$ cat src/rtl/flex_down_counter_pkg.sv
// flex_down_counter_pkg: shared types for the down-counter / interval timer.
// Holds the timer state encoding used by the counter and its interface users.
package flex_down_counter_pkg;

   localparam int STATE_W = 2;

   typedef enum logic [STATE_W-1:0] {
      IDLE = 2'b00,
      RUN  = 2'b01,
      DONE = 2'b10
   } timer_state_t;

endpackage

$ cat src/rtl/flex_down_counter_if.sv
// flex_down_counter_if: control and status bundle of the interval timer.
// master drives commands and reads status; slave is the counter itself.
interface flex_down_counter_if #(
   parameter int NUM_CNT_BITS = 4
);

   logic                    start;
   logic                    stop;
   logic                    count_enable;
   logic                    auto_reload;
   logic [NUM_CNT_BITS-1:0] reload_val;
   logic [NUM_CNT_BITS-1:0] count_out;
   logic                    terminal_flag;
   logic                    busy;
   logic                    done;

   modport master (
      output start,
      output stop,
      output count_enable,
      output auto_reload,
      output reload_val,
      input  count_out,
      input  terminal_flag,
      input  busy,
      input  done
   );

   modport slave (
      input  start,
      input  stop,
      input  count_enable,
      input  auto_reload,
      input  reload_val,
      output count_out,
      output terminal_flag,
      output busy,
      output done
   );

endinterface

$ cat src/rtl/flex_down_counter.sv
// flex_down_counter: loadable down-counter with one-shot / auto-reload expiry.
// Counts enabled ticks from reload_val to zero and pulses terminal_flag.
module flex_down_counter
   import flex_down_counter_pkg::*;
#(
   parameter int NUM_CNT_BITS = 4
) (
   input  logic                clk,
   input  logic                rst,
   flex_down_counter_if.slave  bus
);

   localparam logic [NUM_CNT_BITS-1:0] ZERO = '0;
   localparam logic [NUM_CNT_BITS-1:0] ONE  = NUM_CNT_BITS'(1);

   timer_state_t            state_q;
   timer_state_t            state_d;
   logic [NUM_CNT_BITS-1:0] count_q;
   logic [NUM_CNT_BITS-1:0] count_d;
   logic                    flag_q;
   logic                    flag_d;
   logic                    reload_ok;

   // A zero reload never arms the timer, for start and auto-reload alike.
   assign reload_ok = (bus.reload_val != ZERO);

   // Next state/count: stop beats start, start beats ticking.
   always_comb begin
      state_d = state_q;
      count_d = count_q;
      flag_d  = 1'b0;
      if (bus.stop) begin
         state_d = IDLE;
         count_d = ZERO;
      end else if (bus.start) begin
         if (reload_ok) begin
            state_d = RUN;
            count_d = bus.reload_val;
         end else begin
            state_d = IDLE;
            count_d = ZERO;
         end
      end else begin
         unique case (state_q)
            IDLE: begin
               count_d = ZERO;
            end
            RUN: begin
               if (bus.count_enable) begin
                  if (count_q > ONE) begin
                     count_d = count_q - ONE;
                  end else begin
                     flag_d = 1'b1;
                     if (bus.auto_reload && reload_ok) begin
                        count_d = bus.reload_val;
                     end else begin
                        count_d = ZERO;
                        state_d = DONE;
                     end
                  end
               end
            end
            DONE: begin
               count_d = ZERO;
            end
            default: begin
               state_d = IDLE;
               count_d = ZERO;
            end
         endcase
      end
   end

   // State, count and flag registers with synchronous reset.
   always_ff @(posedge clk) begin
      if (rst) begin
         state_q <= IDLE;
         count_q <= ZERO;
         flag_q  <= 1'b0;
      end else begin
         state_q <= state_d;
         count_q <= count_d;
         flag_q  <= flag_d;
      end
   end

   assign bus.count_out     = count_q;
   assign bus.terminal_flag = flag_q;
   assign bus.busy          = (state_q == RUN);
   assign bus.done          = (state_q == DONE);

endmodule

$ cat src/flat_wrapper.sv
// flat-port wrapper written by rule: the top's interface ports become plain ports
module flex_down_counter_flat import flex_down_counter_pkg::*;
#(
   parameter int NUM_CNT_BITS = 4
)
  (clk, rst, bus_start, bus_stop, bus_count_enable, bus_auto_reload, bus_reload_val, bus_count_out, bus_terminal_flag, bus_busy, bus_done);
  flex_down_counter_if #(.NUM_CNT_BITS(NUM_CNT_BITS)) bus_i ();
  input  logic clk;
  input  logic rst;
  input wire logic [$bits(bus_i.start)-1:0] bus_start;
  input wire logic [$bits(bus_i.stop)-1:0] bus_stop;
  input wire logic [$bits(bus_i.count_enable)-1:0] bus_count_enable;
  input wire logic [$bits(bus_i.auto_reload)-1:0] bus_auto_reload;
  input wire logic [$bits(bus_i.reload_val)-1:0] bus_reload_val;
  output wire logic [$bits(bus_i.count_out)-1:0] bus_count_out;
  output wire logic [$bits(bus_i.terminal_flag)-1:0] bus_terminal_flag;
  output wire logic [$bits(bus_i.busy)-1:0] bus_busy;
  output wire logic [$bits(bus_i.done)-1:0] bus_done;
  assign bus_i.start = bus_start;
  assign bus_i.stop = bus_stop;
  assign bus_i.count_enable = bus_count_enable;
  assign bus_i.auto_reload = bus_auto_reload;
  assign bus_i.reload_val = bus_reload_val;
  assign bus_count_out = bus_i.count_out;
  assign bus_terminal_flag = bus_i.terminal_flag;
  assign bus_busy = bus_i.busy;
  assign bus_done = bus_i.done;
  flex_down_counter #(.NUM_CNT_BITS(NUM_CNT_BITS)) u_core (.clk(clk), .rst(rst), .bus(bus_i));
endmodule
$ cat config.mk
export PLATFORM = sky130hd
export DESIGN_NAME = flex_down_counter_flat
export DESIGN_NICKNAME = d
export VERILOG_FILES = /design/src/rtl/flex_down_counter_pkg.sv /design/src/rtl/flex_down_counter_if.sv /design/src/rtl/flex_down_counter.sv /design/src/flat_wrapper.sv
export SDC_FILE = /design/constraint.sdc
export NUM_CORES = 1
export LEC_CHECK = 0
export CAP_MARGIN = 20
export CORE_AREA = 2 2 39 41
export DETAILED_ROUTE_END_ITERATION = 6
export DIE_AREA = 0 0 41 43
export GPL_TIMING_DRIVEN = 0
export MAX_ROUTING_LAYER = met4
export SETUP_SLACK_MARGIN = 0.15
export SLEW_MARGIN = 20
export SYNTH_ARGS = -nofsm -noshare
export SYNTH_HDL_FRONTEND = slang
export SYNTH_SLANG_ARGS = --single-unit
$ cat constraint.sdc
create_clock -name clk -period 1.7 [get_ports clk]
set_input_delay 0.17 -clock clk [delete_from_list [all_inputs] [get_ports clk]]
set_output_delay 0.17 -clock clk [all_outputs]
set_load 0.1 [all_outputs]
==> run_results.csv, run 1 <==
group,metric,value,unit
outcome,status,"complete, no violations",
run,cap_violations,0,
critical_path,critPathLaunchType,"flip-flop",
sta,fmax,0.670,GHz
critical_path,cp-end-kind,"primary output",
clocking,cts_buffers,3,
global_route,grt_max_degree,10,
layout,nets,89,
layout,area_delta_synth_final,56.8,%
sta,whs,0.295,ns
clocking,insertion_delay,0.26,ns
global_route,gr-total-overflow,0,
detailed_routing,drc,0,
critical_path,path_max_fanout,3,
clocking,cts_setup_buffers,0,
logic_synthesis,yosysSeqAreaShare,0.304,
placement,placed_area,702,sq um
placement,dpl.hpwl,940,um
worst_hold_path,min_path_cells,2,
detailed_routing,wl_per_cell,13.1,um
power,power-per-cell-area,642,nW/um^2
placement,portBuffers,15,
sta,hold_viol_final,0,
clocking,clock-root-buffer,"clkbuf_4",
floorplan,core_area,1380,sq um
power,ir_worst_vdd,0.356,mV
logic_synthesis,synth_cell_types,25,
sta,layout_min_cycle_time,1.49,ns
detailed_routing,first_pass_iters,4,
layout,final_core_util,0.522,
sta,fin_setup_tns,0,ns
critical_path,worstPathArrival,1.32,ns
global_route,grt_pass1_vias,504,
clocking,numClockSinks,7,
layout,drive_above_1_share,0.355,
floorplan,fp-row-count,14,
logic_synthesis,yosysWarnings,0,
sta,slew_viol_final,0,
placement,gp_congestion,0.766,
logic_synthesis,syn_area,460,sq um
critical_path,r2r_cells,6,
sta,slew_headroom,0.638,
sta,setup_violations,0,
logic_synthesis,syn_inst,57,
detailed_routing,vias,500,
layout,layout_common_cells,"nand2_1 (10), clkdlybuf4s50_1 (7), clkdlybuf4s15_2 (4)",
clocking,cts_max_path_buffers,2,
logic_synthesis,synth.avg_cell_area,8.08,sq um
power,power.leakage,0.277,nW
detailed_routing,final_antenna_net_count,0,
floorplan,die_w,41,um
clocking,cts.htree.levels,1,
sta,finalCritPeriodShare,0.877,
layout,n_antenna_cell,0,
critical_path,criticalPathCategory,"flip-flop to primary output",
global_route,grt_usage,0.194,
clocking,path_clk_slew,0.06,ns
layout,fin_area,722,sq um
layout,final_common_cell,"nand2_1",
floorplan,dieArea,1760,sq um
floorplan,die_height,43,um
logic_synthesis,synth_nets,69,
worst_hold_path,hold_class,"primary input to flip-flop",
clocking,cts_tree,"built",
sta,skew,0.00296,ns
detailed_routing,drt_first_iter_violations,14,
sta,rsz0062_at_grt,"no",
global_route,grt_pass1_wl,2190,um
floorplan,ios,17,
detailed_routing,vias_per_cell,5.43,
detailed_routing,wl,1210,um
floorplan,start_util,0.333,
sta,tightest_slew,0.545,ns
logic_synthesis,ys_ff_latch,7,
critical_path,required,1.53,ns
global_route,grt_antenna_before_repair,0,
-- cell usage after synthesis --
master	instances	area, sq um
a22oi_1	1	7.51
a31oi_1	3	18.8
a32o_1	1	10.0
a41oi_2	1	16.3
and2b_1	1	7.51
and3_1	2	12.5
buf_2	1	5.00
clkbuf_1	1	3.75
dfxtp_1	7	140
ha_1	2	25.0
inv_1	3	11.3
mux2_2	2	22.5
nand2_1	10	37.5
nand3_1	1	5.00
nand3b_1	1	7.51
nand4_1	2	12.5
nor2_1	2	7.51
nor2b_1	3	18.8
nor3_1	2	10.0
o21ai_0	4	20.0
o311ai_0	2	17.5
o31ai_1	1	7.51
o31ai_2	1	12.5
or3b_1	1	8.76
or4_1	2	15.0
-- kinds of logic (layout without fill, tap and decap cells) --
group,count (synthesis),in the layout,synth area share
DFF,7,7,0.304
AOI/OAI and AO/OA,14,14,0.239
adders and majority gates,2,2,0.0543
buffers and inverters,5,24,0.0435
muxes,2,2,0.0489
and+or+nand+nor,27,27,0.310
-- sequential cells by signal, summed over array words and instances (netlist names) --
signal                    count
u_core.bus.count_out          4
u_core.state_q                2
u_core.bus.terminal_flag      1
-- area by class of cell --
type,count,area (sq um)
Buffer,2,8.76
Clock buffer,4,26.3
Fill cell,141,662
Inverter,3,16.3
Multi-Input combinational cell,45,357
Sequential cell,7,150
Tap cell,16,20.0
Timing Repair Buffer,15,144
-- per-stage QoR --
stage                     worst slack, ns  std cells  power (W)
final                               0.209         92   0.000463
after global routing                0.155         92   0.000487
after CTS                           0.134         92   0.000464
after detailed placement           -0.157         88   0.000309
after global placement             -0.135         88   0.000309
after floorplan                     0.109         57   0.000264
-- power breakdown --
group | total, W | leakage, nW | switching, W | internal (W)
combinational | 0.000129 | 0.203 | 0.0000757 | 0.0000531
clock | 0.000161 | 0.0150 | 0.0000706 | 0.0000902
sequential | 0.000174 | 0.0593 | 0.00000686 | 0.000167
-- layer usage --
| layer | track usage | wire, um |
|---|---|---|
| met3 | 0.0628 | 86 |
| met4 | 0.120 | 37 |
| met1 | 0.263 | 578 |
| met2 | 0.241 | 504 |
| met5 | - | 0 |
-- path summary, 6_finish.rpt --
kind	startpoint	endpoint	slack [ns]
hold reg to reg	u_core.state_q[0]	u_core.state_q[1]	0.60
setup / recovery	u_core.state_q[0]	bus_busy	0.21
setup reg to reg	u_core.bus.count_out[1]	u_core.bus.count_out[0]	0.23
hold / removal	bus_count_enable	u_core.bus.count_out[1]	0.29
-- timing repair --
item                                    CTS  global route
resized for setup                        21             4
pin swaps                                 0             1
hold buffers                              0             0
gates cloned                              0             0
endpoints found under the setup margin    8             4
-- critical path, stage by stage, from the launching register on --
cell,delay [ns]
dfxtp_1,0.35
nor2b_4,0.17
clkdlybuf4s18_2,0.55
No activity file was read; power rests on OpenSTA's default activity.
==> run 2: changes to the inputs <==
==> constraint.sdc (replaced) <==
create_clock -name clk -period 1.4 [get_ports clk]
set_input_delay 0.14 -clock clk [delete_from_list [all_inputs] [get_ports clk]]
set_output_delay 0.14 -clock clk [all_outputs]
set_load 0.1 [all_outputs]
==> run_results.csv, run 2 (synthesis gave the netlist of run 1 again) <==
group,metric,value,unit
floorplan,die_height,43,um
detailed_routing,wl_met2,623,um
floorplan,ios,17,
detailed_routing,wl_per_cell,12.7,um
run,cap_violations,0,
detailed_routing,wl_met1,581,um
global_route,grt_pass1_vias,509,
detailed_routing,vias,524,
sta,fin_setup_tns,-0.0637,ns
sta,fmax,0.697,GHz
detailed_routing,first_pass_iters,3,
clocking,insertion_delay,0.25,ns
floorplan,core_area,1380,sq um
global_route,grt_usage,0.186,
detailed_routing,vias_per_cell,5.19,
clocking,cts_tree,"built",
clocking,clock-root-buffer,"clkbuf_4",
sta,setup_violations,2,
power,ir_worst_vdd,0.415,mV
sta,setup_ws,-0.0351,ns
floorplan,die_w,41,um
critical_path,path_buf_inv,2,
detailed_routing,final_antenna_net_count,0,
layout,area_delta_synth_final,78.0,%
critical_path,crit_chain,"inv_4, ha_4, nor2_4, nor3_4, buf_6, mux2_4, a31oi_1",
clocking,ctsHoldBuffers,0,
clocking,cts_buffers,3,
critical_path,path_max_fanout,4,
layout,n_antenna_cell,0,
global_route,grt_antenna_before_repair,0,
critical_path,crit_cells,7,
power,power-per-cell-area,720,nW/um^2
critical_path,required,1.57,ns
floorplan,dieArea,1760,sq um
clocking,numClockSinks,7,
critical_path,cp-end-kind,"flip-flop",
sta,whs,0.294,ns
sta,slew_viol_final,0,
global_route,grt_pass1_wl,2120,um
outcome,status,"complete, but fails checks",
placement,dpl.hpwl,922,um
critical_path,worstPathArrival,1.60,ns
clocking,cts_max_path_buffers,2,
critical_path,slowest_stage,"dfxtp_4",
detailed_routing,drt_first_iter_violations,2,
clocking,cts.htree.levels,1,
global_route,gr-total-overflow,0,
sta,rsz0062_at_grt,"yes",
layout,nets,98,
power,power.leakage,0.342,nW
placement,gp_congestion,0.778,
sta,skew,0.00534,ns
critical_path,critPathLaunchType,"flip-flop",
critical_path,rr_startpoint,"u_core.bus.count_out[0]",
outcome,failed_checks,"setup timing",
critical_path,cp_top_family,"flip-flops",
clocking,path_clk_slew,0.05,ns
floorplan,start_util,0.333,
critical_path,r2r_cells,7,
layout,drive_above_1_share,0.482,
sta,finalCritPeriodShare,1.03,
critical_path,rrSetupSlack,-0.04,ns
floorplan,fp-row-count,14,
layout,layout_common_cells,"nand2_1 (10), buf_4 (10), clkbuf_4 (5)",
sta,hold_viol_final,0,
sta,layout_min_cycle_time,1.44,ns
sta,tightest_slew,0.514,ns
critical_path,criticalPathCategory,"flip-flop to flip-flop",
placement,portBuffers,15,
detailed_routing,wl_met3,69,um
critical_path,r2r-end,"u_core.bus.count_out[0]",
detailed_routing,wl,1290,um
layout,largest_register_ffs,4,
detailed_routing,highest_layer,"met4",
critical_path,crit_path_start,"u_core.bus.count_out[0]",
critical_path,slowest_delay,0.37,ns
worst_hold_path,hold_class,"primary input to flip-flop",
critical_path,cp-endpoint,"u_core.bus.count_out[0]",
global_route,grt_max_degree,10,
detailed_routing,drc,0,
sta,slew_headroom,0.661,
==> run 2: cell types whose count changed in the layout (fill, tap and decap cells not counted), moves of 3 or more <==
cell | before | now
buf_4 | 0 | 10
buf_6 | 0 | 4
clkdlybuf4s15_2 | 4 | 0
clkdlybuf4s50_1 | 7 | 4
dlygate4sd2_1 | 1 | 4
==> run 2: worst min-delay path, delay by kind of cell <==
kind            cells  cell delay [ns]
simple gates        1             0.12
buf+inv             1             0.19
compound gates      1             0.06
==> run 2: timing repair <==
| action | CTS | global route |
|---|---|---|
| hold endpoints to repair | 0 | 0 |
| setup endpoints to repair | 14 | 9 |
| setup buffers | 8 | 1 |
| resized for setup | 50 | 5 |
| pin swaps | 8 | 1 |
==> run 2: metrics by stage <==
| stage | setup WS [ns] | area (sq um) | power [W] | std cells | util |
|---|---|---|---|---|---|
| floorplan | -0.191 | 538 | 0.000322 | 57 | - |
| global placement | -0.401 | 708 | 0.000377 | 88 | 0.512 |
| detailed placement | -0.415 | 708 | 0.000377 | 88 | 0.512 |
| CTS | -0.0190 | 800 | 0.000591 | 100 | 0.578 |
| global route | -0.109 | 820 | 0.000623 | 101 | 0.592 |
| finish | -0.0351 | 820 | 0.000590 | 101 | 0.592 |
==> run 2: worst min path at each step <==
stage,end,slack (ns),cells after the start,from
floorplan,u_core.bus.count_out[3],0.23,1,rst
CTS,u_core.state_q[1],0.28,3,bus_count_enable
global placement,u_core.bus.count_out[1],0.55,2,bus_count_enable
global route,u_core.bus.count_out[1],0.32,2,bus_count_enable
finish,u_core.state_q[1],0.29,3,bus_count_enable
detailed placement,u_core.bus.count_out[0],0.52,2,bus_count_enable
==> run 2: cell type report <==
class / instances / area [sq um]
Buffer: 2 / 15.0
Tap cell: 16 / 20.0
Sequential cell: 7 / 153
Multi-Input combinational cell: 45 / 380
Timing Repair Buffer: 24 / 209
Inverter: 3 / 16.3
Fill cell: 139 / 564
Clock buffer: 4 / 26.3
==> run 2: power breakdown <==
part	switching, W	leakage, nW	internal [W]
logic	0.000103	0.267	0.0000866
registers	0.00000749	0.0602	0.000203
clock network	0.0000808	0.0150	0.000109
total	0.000191	0.342	0.000399
==> run 2: per-layer routing <==
layer | global-route usage | vias to the layer above
met5 | - | -
met4 | 0.100 | 0
met3 | 0.0471 | 2
met2 | 0.272 | 12
met1 | 0.225 | 239
li1 | - | 271
==> run 3: changes to the inputs <==
--- a/config.mk
+++ b/config.mk
@@ -7,9 +7,11 @@
 export LEC_CHECK = 0
 export CAP_MARGIN = 20
 export CORE_AREA = 2 2 39 41
+export CTS_CLUSTER_SIZE = 40
 export DETAILED_ROUTE_END_ITERATION = 6
 export DIE_AREA = 0 0 41 43
 export GPL_TIMING_DRIVEN = 0
+export HOLD_SLACK_MARGIN = 0.12
 export MAX_ROUTING_LAYER = met4
 export SETUP_SLACK_MARGIN = 0.15
 export SLEW_MARGIN = 20
==> results of run 3 <==
The final DEF is identical to that of run 2; final timing and power are the same.
